[config.mk]
export PLATFORM = sky130hd
export DESIGN_NAME = stopwatch_controller
export DESIGN_NICKNAME = d
export VERILOG_FILES = /design/src/rtl/stopwatch_pkg.sv /design/src/rtl/stopwatch_rise_edge.sv /design/src/rtl/stopwatch_controller.sv
export SDC_FILE = /design/constraint.sdc
export NUM_CORES = 1
export LEC_CHECK = 0
export ABC_AREA = 1
export BUFFER_PORTS_ARGS = -buffer_cell sky130_fd_sc_hd__buf_4
export CELL_PAD_IN_SITES_DETAIL_PLACEMENT = 2
export CELL_PAD_IN_SITES_GLOBAL_PLACEMENT = 2
export CORE_MARGIN = 4
export CORE_UTILIZATION = 32
export CTS_CLUSTER_DIAMETER = 200
export DETAILED_ROUTE_END_ITERATION = 16
export GPL_ROUTABILITY_DRIVEN = 0
export GPL_TIMING_DRIVEN = 0
export PLACE_DENSITY = 0.95
export SLEW_MARGIN = 40
export SYNTH_ARGS = -nofsm -noshare
export SYNTH_HDL_FRONTEND = slang
export SYNTH_HIERARCHICAL = 1
export SYNTH_SLANG_ARGS = --single-unit
[constraint.sdc]
create_clock -name clk -period 4.1 [get_ports clk]
set_input_delay 1.025 -clock clk [delete_from_list [all_inputs] [get_ports clk]]
set_output_delay 1.025 -clock clk [all_outputs]
set_load 0.01 [all_outputs]
[src/rtl/stopwatch_pkg.sv]
// Shared types and defaults for the stopwatch controller.
// Optional lap feature is selected in the top level by the STOPWATCH_LAP_EN macro.
package stopwatch_pkg;

  // Controller states; the encoding is visible on the state output.
  typedef enum logic [1:0] {
    IDLE  = 2'd0,
    RUN   = 2'd1,
    PAUSE = 2'd2,
    DONE  = 2'd3
  } state_e;

  localparam int DEFAULT_CLK_HZ  = 100_000_000;
  localparam int DEFAULT_TICK_HZ = 100;

  // Clock cycles per count tick.
  function automatic int calc_div(input int clk_hz, input int tick_hz);
    return clk_hz / tick_hz;
  endfunction

endpackage

[src/rtl/stopwatch_rise_edge.sv]
// Rising-edge detector for one debounced button level.
// Output is combinational from the live level and the registered previous level,
// so a press is acted on at the same edge that first samples it high.
module rise_edge (
  input  logic clk,
  input  logic rst_n,
  input  logic i_level,
  output logic o_rise
);

  logic r_prev;

  // Remember last sampled level so a held button produces only one pulse.
  always_ff @(posedge clk or negedge rst_n) begin
    if (!rst_n) begin
      r_prev <= 1'b0;
    end else begin
      r_prev <= i_level;
    end
  end

  assign o_rise = i_level & ~r_prev;

endmodule

[src/rtl/stopwatch_controller.sv]
// Stopwatch controller: button handling, run/pause/done FSM, tick prescaler,
// counter load/enable generation and display latch.
// Macro STOPWATCH_LAP_EN enables the lap (display freeze) feature; when it is
// undefined btn_lap is ignored and lap_active is constant 0.
module stopwatch_controller
  import stopwatch_pkg::*;
#(
  parameter int CLK_HZ   = DEFAULT_CLK_HZ,
  parameter int TICK_HZ  = DEFAULT_TICK_HZ,
  parameter int NUM_BITS = 16
) (
  input  logic                clk,
  input  logic                rst_n,
  input  logic                btn_start_stop,
  input  logic                btn_clear,
  input  logic                btn_lap,
  input  logic                mode_down,
  input  logic [NUM_BITS-1:0] preset_value,
  input  logic [NUM_BITS-1:0] count_value,
  input  logic                count_zero,
  output logic                cnt_enable,
  output logic                cnt_up_down,
  output logic                cnt_set,
  output logic [NUM_BITS-1:0] cnt_set_value,
  output logic [NUM_BITS-1:0] disp_value,
  output logic                running,
  output logic                lap_active,
  output logic                alarm,
  output logic [1:0]          state
);

  localparam int DIV     = calc_div(CLK_HZ, TICK_HZ);
  localparam int PW      = (DIV > 1) ? $clog2(DIV) : 1;
  localparam int NUM_BTN = 3;

  logic [1:0]          r_rst_sync;
  logic                w_hold;
  logic [NUM_BTN-1:0]  w_btn;
  logic [NUM_BTN-1:0]  w_rise;
  logic                w_ss;
  logic                w_clr;
  logic                w_lap;
  state_e              r_state;
  state_e              w_state_next;
  logic                w_clear_evt;
  logic                w_start_evt;
  logic                w_stay_run;
  logic                w_wrap;
  logic [PW-1:0]       r_presc;
  logic                r_cnt_enable;
  logic                r_up_down;
  logic                r_cnt_set;
  logic [NUM_BITS-1:0] r_set_value;
  logic [NUM_BITS-1:0] r_disp;
  logic                w_lap_active;

  // Two-flop release synchroniser; everything below stays in reset until it fills.
  always_ff @(posedge clk or negedge rst_n) begin
    if (!rst_n) begin
      r_rst_sync <= 2'b00;
    end else begin
      r_rst_sync <= {r_rst_sync[0], 1'b1};
    end
  end

  assign w_hold = ~r_rst_sync[1];

  // One edge detector per button: bit 0 start/stop, bit 1 clear, bit 2 lap.
  assign w_btn = {btn_lap, btn_clear, btn_start_stop};

  genvar gi;
  generate
    for (gi = 0; gi < NUM_BTN; gi++) begin : g_btn
      rise_edge u_rise (
        .clk     (clk),
        .rst_n   (rst_n),
        .i_level (w_btn[gi]),
        .o_rise  (w_rise[gi])
      );
    end
  endgenerate

  assign w_ss  = w_rise[0] & ~w_hold;
  assign w_clr = w_rise[1] & ~w_hold;
  assign w_lap = w_rise[2] & ~w_hold;

  assign w_wrap = (r_presc == PW'(DIV - 1));

  // State register.
  always_ff @(posedge clk or negedge rst_n) begin
    if (!rst_n) begin
      r_state <= IDLE;
    end else if (w_hold) begin
      r_state <= IDLE;
    end else begin
      r_state <= w_state_next;
    end
  end

  // Next state and per-cycle events; clear outranks every other cause.
  always_comb begin
    w_state_next = r_state;
    w_clear_evt  = 1'b0;
    w_start_evt  = 1'b0;
    w_stay_run   = 1'b0;
    if (w_clr) begin
      w_state_next = IDLE;
      w_clear_evt  = 1'b1;
    end else begin
      case (r_state)
        IDLE: begin
          // A countdown from zero would finish instantly, so refuse to start it.
          if (w_ss && !(mode_down && (preset_value == '0))) begin
            w_state_next = RUN;
            w_start_evt  = 1'b1;
          end
        end
        RUN: begin
          if (!r_up_down && count_zero) begin
            w_state_next = DONE;
          end else if (w_ss) begin
            w_state_next = PAUSE;
          end else begin
            w_stay_run = 1'b1;
          end
        end
        PAUSE: begin
          if (w_ss) begin
            w_state_next = RUN;
          end
        end
        DONE: begin
          w_state_next = DONE;
        end
        default: begin
          w_state_next = IDLE;
        end
      endcase
    end
  end

  // Prescaler: restarts on a fresh start, holds its phase through pause/done,
  // and only advances on cycles that stay in RUN.
  always_ff @(posedge clk or negedge rst_n) begin
    if (!rst_n) begin
      r_presc <= '0;
    end else if (w_hold) begin
      r_presc <= '0;
    end else if (w_start_evt) begin
      r_presc <= '0;
    end else if (w_stay_run) begin
      r_presc <= w_wrap ? '0 : r_presc + PW'(1);
    end
  end

  // Count-tick pulse on the prescaler wrap; never issued on the cycle that ends a countdown.
  always_ff @(posedge clk or negedge rst_n) begin
    if (!rst_n) begin
      r_cnt_enable <= 1'b0;
    end else if (w_hold) begin
      r_cnt_enable <= 1'b0;
    end else begin
      r_cnt_enable <= w_stay_run & w_wrap;
    end
  end

  // Direction follows the switch while idle and is frozen once a run starts.
  always_ff @(posedge clk or negedge rst_n) begin
    if (!rst_n) begin
      r_up_down <= 1'b1;
    end else if (w_hold) begin
      r_up_down <= 1'b1;
    end else if (r_state == IDLE) begin
      r_up_down <= ~mode_down;
    end
  end

  // Counter load on clear: preset for countdown, zero for count-up.
  always_ff @(posedge clk or negedge rst_n) begin
    if (!rst_n) begin
      r_cnt_set   <= 1'b0;
      r_set_value <= '0;
    end else if (w_hold) begin
      r_cnt_set   <= 1'b0;
      r_set_value <= '0;
    end else begin
      r_cnt_set <= w_clear_evt;
      if (w_clear_evt) begin
        r_set_value <= mode_down ? preset_value : '0;
      end
    end
  end

`ifdef STOPWATCH_LAP_EN
  logic r_lap_active;

  // Lap toggle while running or paused; clear and countdown completion drop it.
  always_ff @(posedge clk or negedge rst_n) begin
    if (!rst_n) begin
      r_lap_active <= 1'b0;
    end else if (w_hold) begin
      r_lap_active <= 1'b0;
    end else if (w_clear_evt || (w_state_next == DONE)) begin
      r_lap_active <= 1'b0;
    end else if (w_lap && ((r_state == RUN) || (r_state == PAUSE))) begin
      r_lap_active <= ~r_lap_active;
    end
  end

  assign w_lap_active = r_lap_active;
`else
  // Lap button is deliberately without effect in this build.
  assign w_lap_active = w_lap & 1'b0;
`endif

  // Display copy of the counter; the edge that sets lap captures, later edges freeze.
  always_ff @(posedge clk or negedge rst_n) begin
    if (!rst_n) begin
      r_disp <= '0;
    end else if (w_hold) begin
      r_disp <= '0;
    end else if (!w_lap_active) begin
      r_disp <= count_value;
    end
  end

  assign cnt_enable    = r_cnt_enable;
  assign cnt_up_down   = r_up_down;
  assign cnt_set       = r_cnt_set;
  assign cnt_set_value = r_set_value;
  assign disp_value    = r_disp;
  assign running       = (r_state == RUN);
  assign alarm         = (r_state == DONE);
  assign lap_active    = w_lap_active;
  assign state         = r_state;

endmodule

# Word level (Yosys, flattened, before mapping)
# Cells that the tools add are included.
# Widths: inputs -> output; s select.
# word_totals
register_bits	61
inputBits	39
output_inout_bits	40
word_cells	64
# op_classes
n_addsub	1
n_eq_ne	10
muxes	27
n_bitwise	8
reduce_logical	8
# op_table
operator	count
$mux 20	4
$mux 16	4
$add 20x1->20 const B	1
$eq 20x20->1 const B	1
$logic_not 16->1	1
$mux 1	12
$mux 2	6
$ne 4x4->1 const B	2
$pmux 2 s4	1
$and 1x1->1	5
$ne 5x2->1 const B	1
$eq 2x2->1 const B	2
$ne 2x1->1 const B	2
$logic_and 1x1->1	3
$ne 3x1->1 const B	1
$not 1->1	3
$reduce_and 3->1	1
$eq 2x1->1 const B	1
$logic_not 1->1	2
$logic_not 2->1	1

# Depth between registers and ports, before layout
# logic_depth
word_depth	10
mapped_depth	11

# By module
# The synthesis kept the hierarchy.
# by_module_without_submodules
module	instances	cells_each	area_per_inst_um2
stopwatch_controller	1	346	2890.3
rise_edge	2	3	35.0

# Worst setup path after synthesis
# No wires, ideal clock.
# synth_timing
kind	input -> register
from	input port btn_clear
to	register r_presc[1]
setup_time_ns	0.078
t_arrival_ns	1.976
required_ns	4.022
path_slack_ns	2.047
cell_stages	9
n_path_buf	1
path_cell_list	inv_1 > nor2_2 > nand2_1 > nand2_1 > nor2_8 > inv_4 > buf_2 > nand2_1 > a21oi_1
# synth_between
elab_chain_cells	5
elab_cells_between_ends	7
cone_classes	eq/ne (1); mux (4); bitwise (2)
# synth_rtl
element	line	rtl
from (decl)	stopwatch_controller.sv:15	input logic btn_clear,
$and 1x1->1 *	stopwatch_rise_edge.sv:22	assign o_rise = i_level & ~r_prev;
via w_rise[1]	stopwatch_controller.sv:39	logic [NUM_BTN-1:0] w_rise;
$and 1x1->1 *	stopwatch_controller.sv:84	assign w_clr = w_rise[1] & ~w_hold;
$mux 1	stopwatch_controller.sv:106	if (w_clr) begin
$mux 20	stopwatch_controller.sv:149	end else if (w_start_evt) begin
$mux 20	stopwatch_controller.sv:147	end else if (w_hold) begin
to (signal assigned)	stopwatch_controller.sv:152	r_presc <= w_wrap ? '0 : r_presc + PW'(1);
to (decl)	stopwatch_controller.sv:49	logic [PW-1:0] r_presc;
# Mark *: on every way through the listed nets, which the timed path passes. The rest lies on a longest branch.
# A chain may end at the register's enable or synchronous reset.

# Worst setup path after layout
# layout_timing
from	input port btn_start_stop
to	register r_presc[1]
# layout_between
elab_chain_cells	8
elab_cells_between_ends	13
cone_classes	eq/ne (1); mux (9); bitwise (2); reduce/logical (1)
# layout_rtl
element	line	rtl
from (decl)	stopwatch_controller.sv:14	input logic btn_start_stop,
$and 1x1->1 *	stopwatch_rise_edge.sv:22	
via w_rise[0]	stopwatch_controller.sv:39	
$and 1x1->1 *	stopwatch_controller.sv:83	assign w_ss = w_rise[0] & ~w_hold;
$logic_and 1x1->1	stopwatch_controller.sv:113	if (w_ss && !(mode_down && (preset_value == '0))) begin
$mux 1	stopwatch_controller.sv:113	
$mux 1	stopwatch_controller.sv:110	case (r_state)
$mux 1	stopwatch_controller.sv:106	
$mux 20	stopwatch_controller.sv:149	
$mux 20	stopwatch_controller.sv:147	
# Marked as above.

==> impl_metrics.xml <==
<?xml version="1.0" encoding="UTF-8"?>
<metrics>
  <group name="setup_path">
    <metric name="arrival" unit="ns">2.57</metric>
    <metric name="worstSetupEndpointType" unit="">register</metric>
    <metric name="setup.worst_path.class" unit="">input pin to register</metric>
    <metric name="start_kind" unit="">input pin</metric>
    <metric name="critPathMaxFanout" unit="">10</metric>
    <metric name="required" unit="ns">4.35</metric>
  </group>
  <group name="clock_tree">
    <metric name="max-clock-path-buffers" unit="">2</metric>
    <metric name="cts_num_sinks" unit="">61</metric>
    <metric name="clock_latency" unit="ns">0.34</metric>
    <metric name="cts.root.buffer_cell" unit="">sky130_fd_sc_hd__clkbuf_8</metric>
    <metric name="cts_tree" unit="">built</metric>
    <metric name="clkSlewWorstSetupHoldPaths" unit="ns">0.07</metric>
    <metric name="cts.repair.resized" unit="">0</metric>
    <metric name="clock_tree.htree_level_count" unit="">3</metric>
    <metric name="post_cts.repair.setup_buffers" unit="">0</metric>
    <metric name="cts_made_buffers" unit="">9</metric>
    <metric name="holdBufCountCts" unit="">0</metric>
  </group>
  <group name="timing">
    <metric name="max_slew_margin" unit="">0.6088</metric>
    <metric name="count_of_final_setup_violators" unit="">0</metric>
    <metric name="final.min_clock_period" unit="ns">2.328</metric>
    <metric name="tightest_slew" unit="ns">0.5867</metric>
    <metric name="min_period_over_period" unit="">0.5678</metric>
    <metric name="fin_skew" unit="ns">0.009102</metric>
    <metric name="final_max_slew_viol_count" unit="">0</metric>
    <metric name="fin_worst_hold_slack" unit="ns">0.3798</metric>
    <metric name="final.setup.tns" unit="ns">0</metric>
    <metric name="rsz_0062_raised_after_global_routing" unit="">no</metric>
    <metric name="timing.final.ws_setup" unit="ns">1.772</metric>
    <metric name="fmaxAchievable" unit="MHz">429.5</metric>
    <metric name="hold_viol" unit="">0</metric>
  </group>
  <group name="place">
    <metric name="placed_area" unit="um2">3666</metric>
    <metric name="detailedPlace.worstSlack" unit="ns">1.423</metric>
    <metric name="io_buffer_count" unit="">76</metric>
    <metric name="place.detailed.hpwl" unit="mm">8.412</metric>
  </group>
  <group name="global_route">
    <metric name="grt_first_pass_wirelength" unit="mm">20.05</metric>
    <metric name="overflow" unit="">0</metric>
    <metric name="maximum_number_of_pins_on_one_net_before_global_route_repair" unit="">62</metric>
    <metric name="antenna_found_initial" unit="">0</metric>
    <metric name="vias_in_the_first_global_route" unit="">3358</metric>
    <metric name="gr-usage-all-layers" unit="">0.2388</metric>
  </group>
  <group name="synthesis">
    <metric name="synthesis.nets" unit="">392</metric>
    <metric name="syn_inst" unit="">352</metric>
    <metric name="yosys_reg_bits" unit="">61</metric>
    <metric name="mappedNetlistArea" unit="um2">2960</metric>
    <metric name="synth_top_cell_by_area" unit="">sky130_fd_sc_hd__dfrtp_1</metric>
    <metric name="ys_warn_count" unit="">6</metric>
    <metric name="synth_area_per_cell" unit="um2">8.410</metric>
    <metric name="proportion_of_synthesized_chip_area_in_sequential_cells" unit="">0.5161</metric>
    <metric name="yosysUniqueCellTypes" unit="">30</metric>
    <metric name="yosys-top-cells-area" unit="">sky130_fd_sc_hd__dfrtp_1 (51%), sky130_fd_sc_hd__nand2_1 (10%), sky130_fd_sc_hd__inv_1 (6.3%)</metric>
    <metric name="synth_largest_type_area_fraction" unit="">0.5072</metric>
  </group>
  <group name="pwr">
    <metric name="peakVddDrop" unit="mV">0.2159</metric>
    <metric name="totalPowerFinal" unit="W">0.001412</metric>
    <metric name="power_leakage" unit="nW">2.014</metric>
    <metric name="power.density" unit="nW/um2">365.5</metric>
  </group>
  <group name="drt">
    <metric name="detailroute.via_count" unit="">2930</metric>
    <metric name="detailedRoute.firstPassIterationCount" unit="">4</metric>
    <metric name="drc" unit="">0</metric>
    <metric name="detail_route.wirelength" unit="mm">12.66</metric>
    <metric name="avgRoutedWirePerCell" unit="um">22.93</metric>
    <metric name="vias_per_cell" unit="">5.308</metric>
    <metric name="ant_nets" unit="">0</metric>
    <metric name="detail_route.iter0.violations" unit="">177</metric>
  </group>
  <group name="floorplan">
    <metric name="fp.dieH" unit="um">104.2</metric>
    <metric name="dieWidth" unit="um">104.2</metric>
    <metric name="num_rows" unit="">34</metric>
    <metric name="initial_utilization" unit="">0.3346</metric>
    <metric name="core-area" unit="um2">8848</metric>
    <metric name="io_pins" unit="">79</metric>
    <metric name="dieArea" unit="um2">10850</metric>
  </group>
  <group name="layout">
    <metric name="n_fill_cell" unit="">1006</metric>
    <metric name="diodes" unit="">0</metric>
    <metric name="drive_gt1_frac" unit="">0.2545</metric>
    <metric name="fin_nets" unit="">479</metric>
    <metric name="area_growth" unit="%">30.47</metric>
    <metric name="finish.instance_area" unit="um2">3862</metric>
  </group>
  <group name="hold_path">
    <metric name="hold_class" unit="">register to register</metric>
  </group>
  <group name="run">
    <metric name="cap_violations" unit="">0</metric>
  </group>
  <group name="status">
    <metric name="run_status" unit="">completed</metric>
  </group>
</metrics>
==> registers in the layout, summed over array words and instances, names as in the netlist <==
signal               cells
r_presc                 20
cnt_set_value           16
g_btn.u_rise/r_prev      2
r_rst_sync               2
cnt_up_down              1
disp_value              16
cnt_set                  1
state                    2
cnt_enable               1
==> cell usage after synthesis, drive strengths merged <==
cell type	n
clkbuf	3
conb	2
nand3	22
nand4	28
dfrtp	60
clkinv	1
nor3	2
xnor2	3
inv	55
nand2	83
o21bai	2
xor2	8
a32o	8
a21oi	2
buf	7
o221a	1
nor2	43
o21ai	20
ha	1
dfstp	1
==> final timing paths <==
kind / start / end / slack [ns] / cells past startpoint
min reg2reg: r_rst_sync[0]$_DFF_PN0_ / r_rst_sync[1]$_DFF_PN0_ / 0.38 / 0
max: btn_start_stop / r_presc[1]$_DFFE_PN0P_ / 1.77 / 10
min in group asynchronous: rst_n / cnt_set_value[8]$_DFFE_PN0P_ / 0.65 / 1
max reg2reg: state[0]$_DFFE_PN0P_ / r_presc[15]$_DFFE_PN0P_ / 2.17 / 7
min: r_rst_sync[0]$_DFF_PN0_ / r_rst_sync[1]$_DFF_PN0_ / 0.38 / 0
max in group asynchronous: rst_n / r_presc[3]$_DFFE_PN0P_ / 3.02 / 1
==> metrics by stage <==
stage / cells / utilization
after floorplan: 352 / -
after global placement: 536 / 0.4143
after detailed placement: 536 / 0.4143
after CTS: 552 / 0.4361
after global routing: 552 / 0.4365
final: 552 / 0.4365
==> cell families (layout without fill, tap and decap cells) <==
group / count (synthesis) / count (layout) / share of synthesized area
other: 2 / 2 / 0.002537
xor gates and xnor gates: 11 / 11 / 0.03255
DFF: 61 / 61 / 0.5161
AOI/OAI and AO/OA: 33 / 33 / 0.07312
adders and majority gates: 1 / 1 / 0.004226
and+or+nand+nor: 178 / 178 / 0.2840
buffers and inverters: 66 / 158 / 0.08749
==> worst max-delay path: stages <==
cell,delay (ns)
sky130_fd_sc_hd__buf_4,0.09
sky130_fd_sc_hd__inv_1,0.06
sky130_fd_sc_hd__nor2_2,0.20
sky130_fd_sc_hd__nand2_1,0.11
sky130_fd_sc_hd__nand2_1,0.18
sky130_fd_sc_hd__nor2_8,0.09
sky130_fd_sc_hd__inv_4,0.17
sky130_fd_sc_hd__buf_2,0.31
sky130_fd_sc_hd__nand2_1,0.10
sky130_fd_sc_hd__a21oi_1,0.23
==> power by group <==
group	switching (W)	total, W	internal (W)
Sequential	0.0000186	0.000642	0.000623
Clock	0.000261	0.000557	0.000296
Combinational	0.000138	0.000213	0.0000755
==> layout make-up <==
cell class              count  area (um2)  share of cell area
clock inverters             4       47.55             0.01231
well taps                 108       135.1             0.03499
inverters                  56       214.0             0.05539
plain buffers              10       45.04             0.01166
flip-flops and latches     61        1528              0.3955
multi-input cells         225        1174              0.3039
clock buffers              12       145.1             0.03758
repair buffers             76       574.3              0.1487
==> per-layer routing <==
metal / up-vias / share of wire / track usage
li1: 1306 / - / -
met1: 1531 / 0.41 / 0.2789
met4: 0 / 0.023 / 0.08262
met2: 74 / 0.54 / 0.4420
met5: - / 0 / 0
met3: 19 / 0.030 / 0.03662
==> cells in the final DEF, fill, tap and decap left out, drive strengths merged, types with 2 or more instances in the layout <==
cell type	synthesis	layout
nand2	83	83
xnor2	3	3
nand3	22	22
nand4	28	28
a32o	8	8
dfrtp	60	60
clkbuf	3	15
o21ai	20	20
inv	55	55
o21bai	2	2
conb	2	2
clkinv	1	3
xor2	8	8
a21oi	2	2
nor3	2	2
nor2	43	43
buf	7	83
No activity file was read; power rests on OpenSTA's default activity.
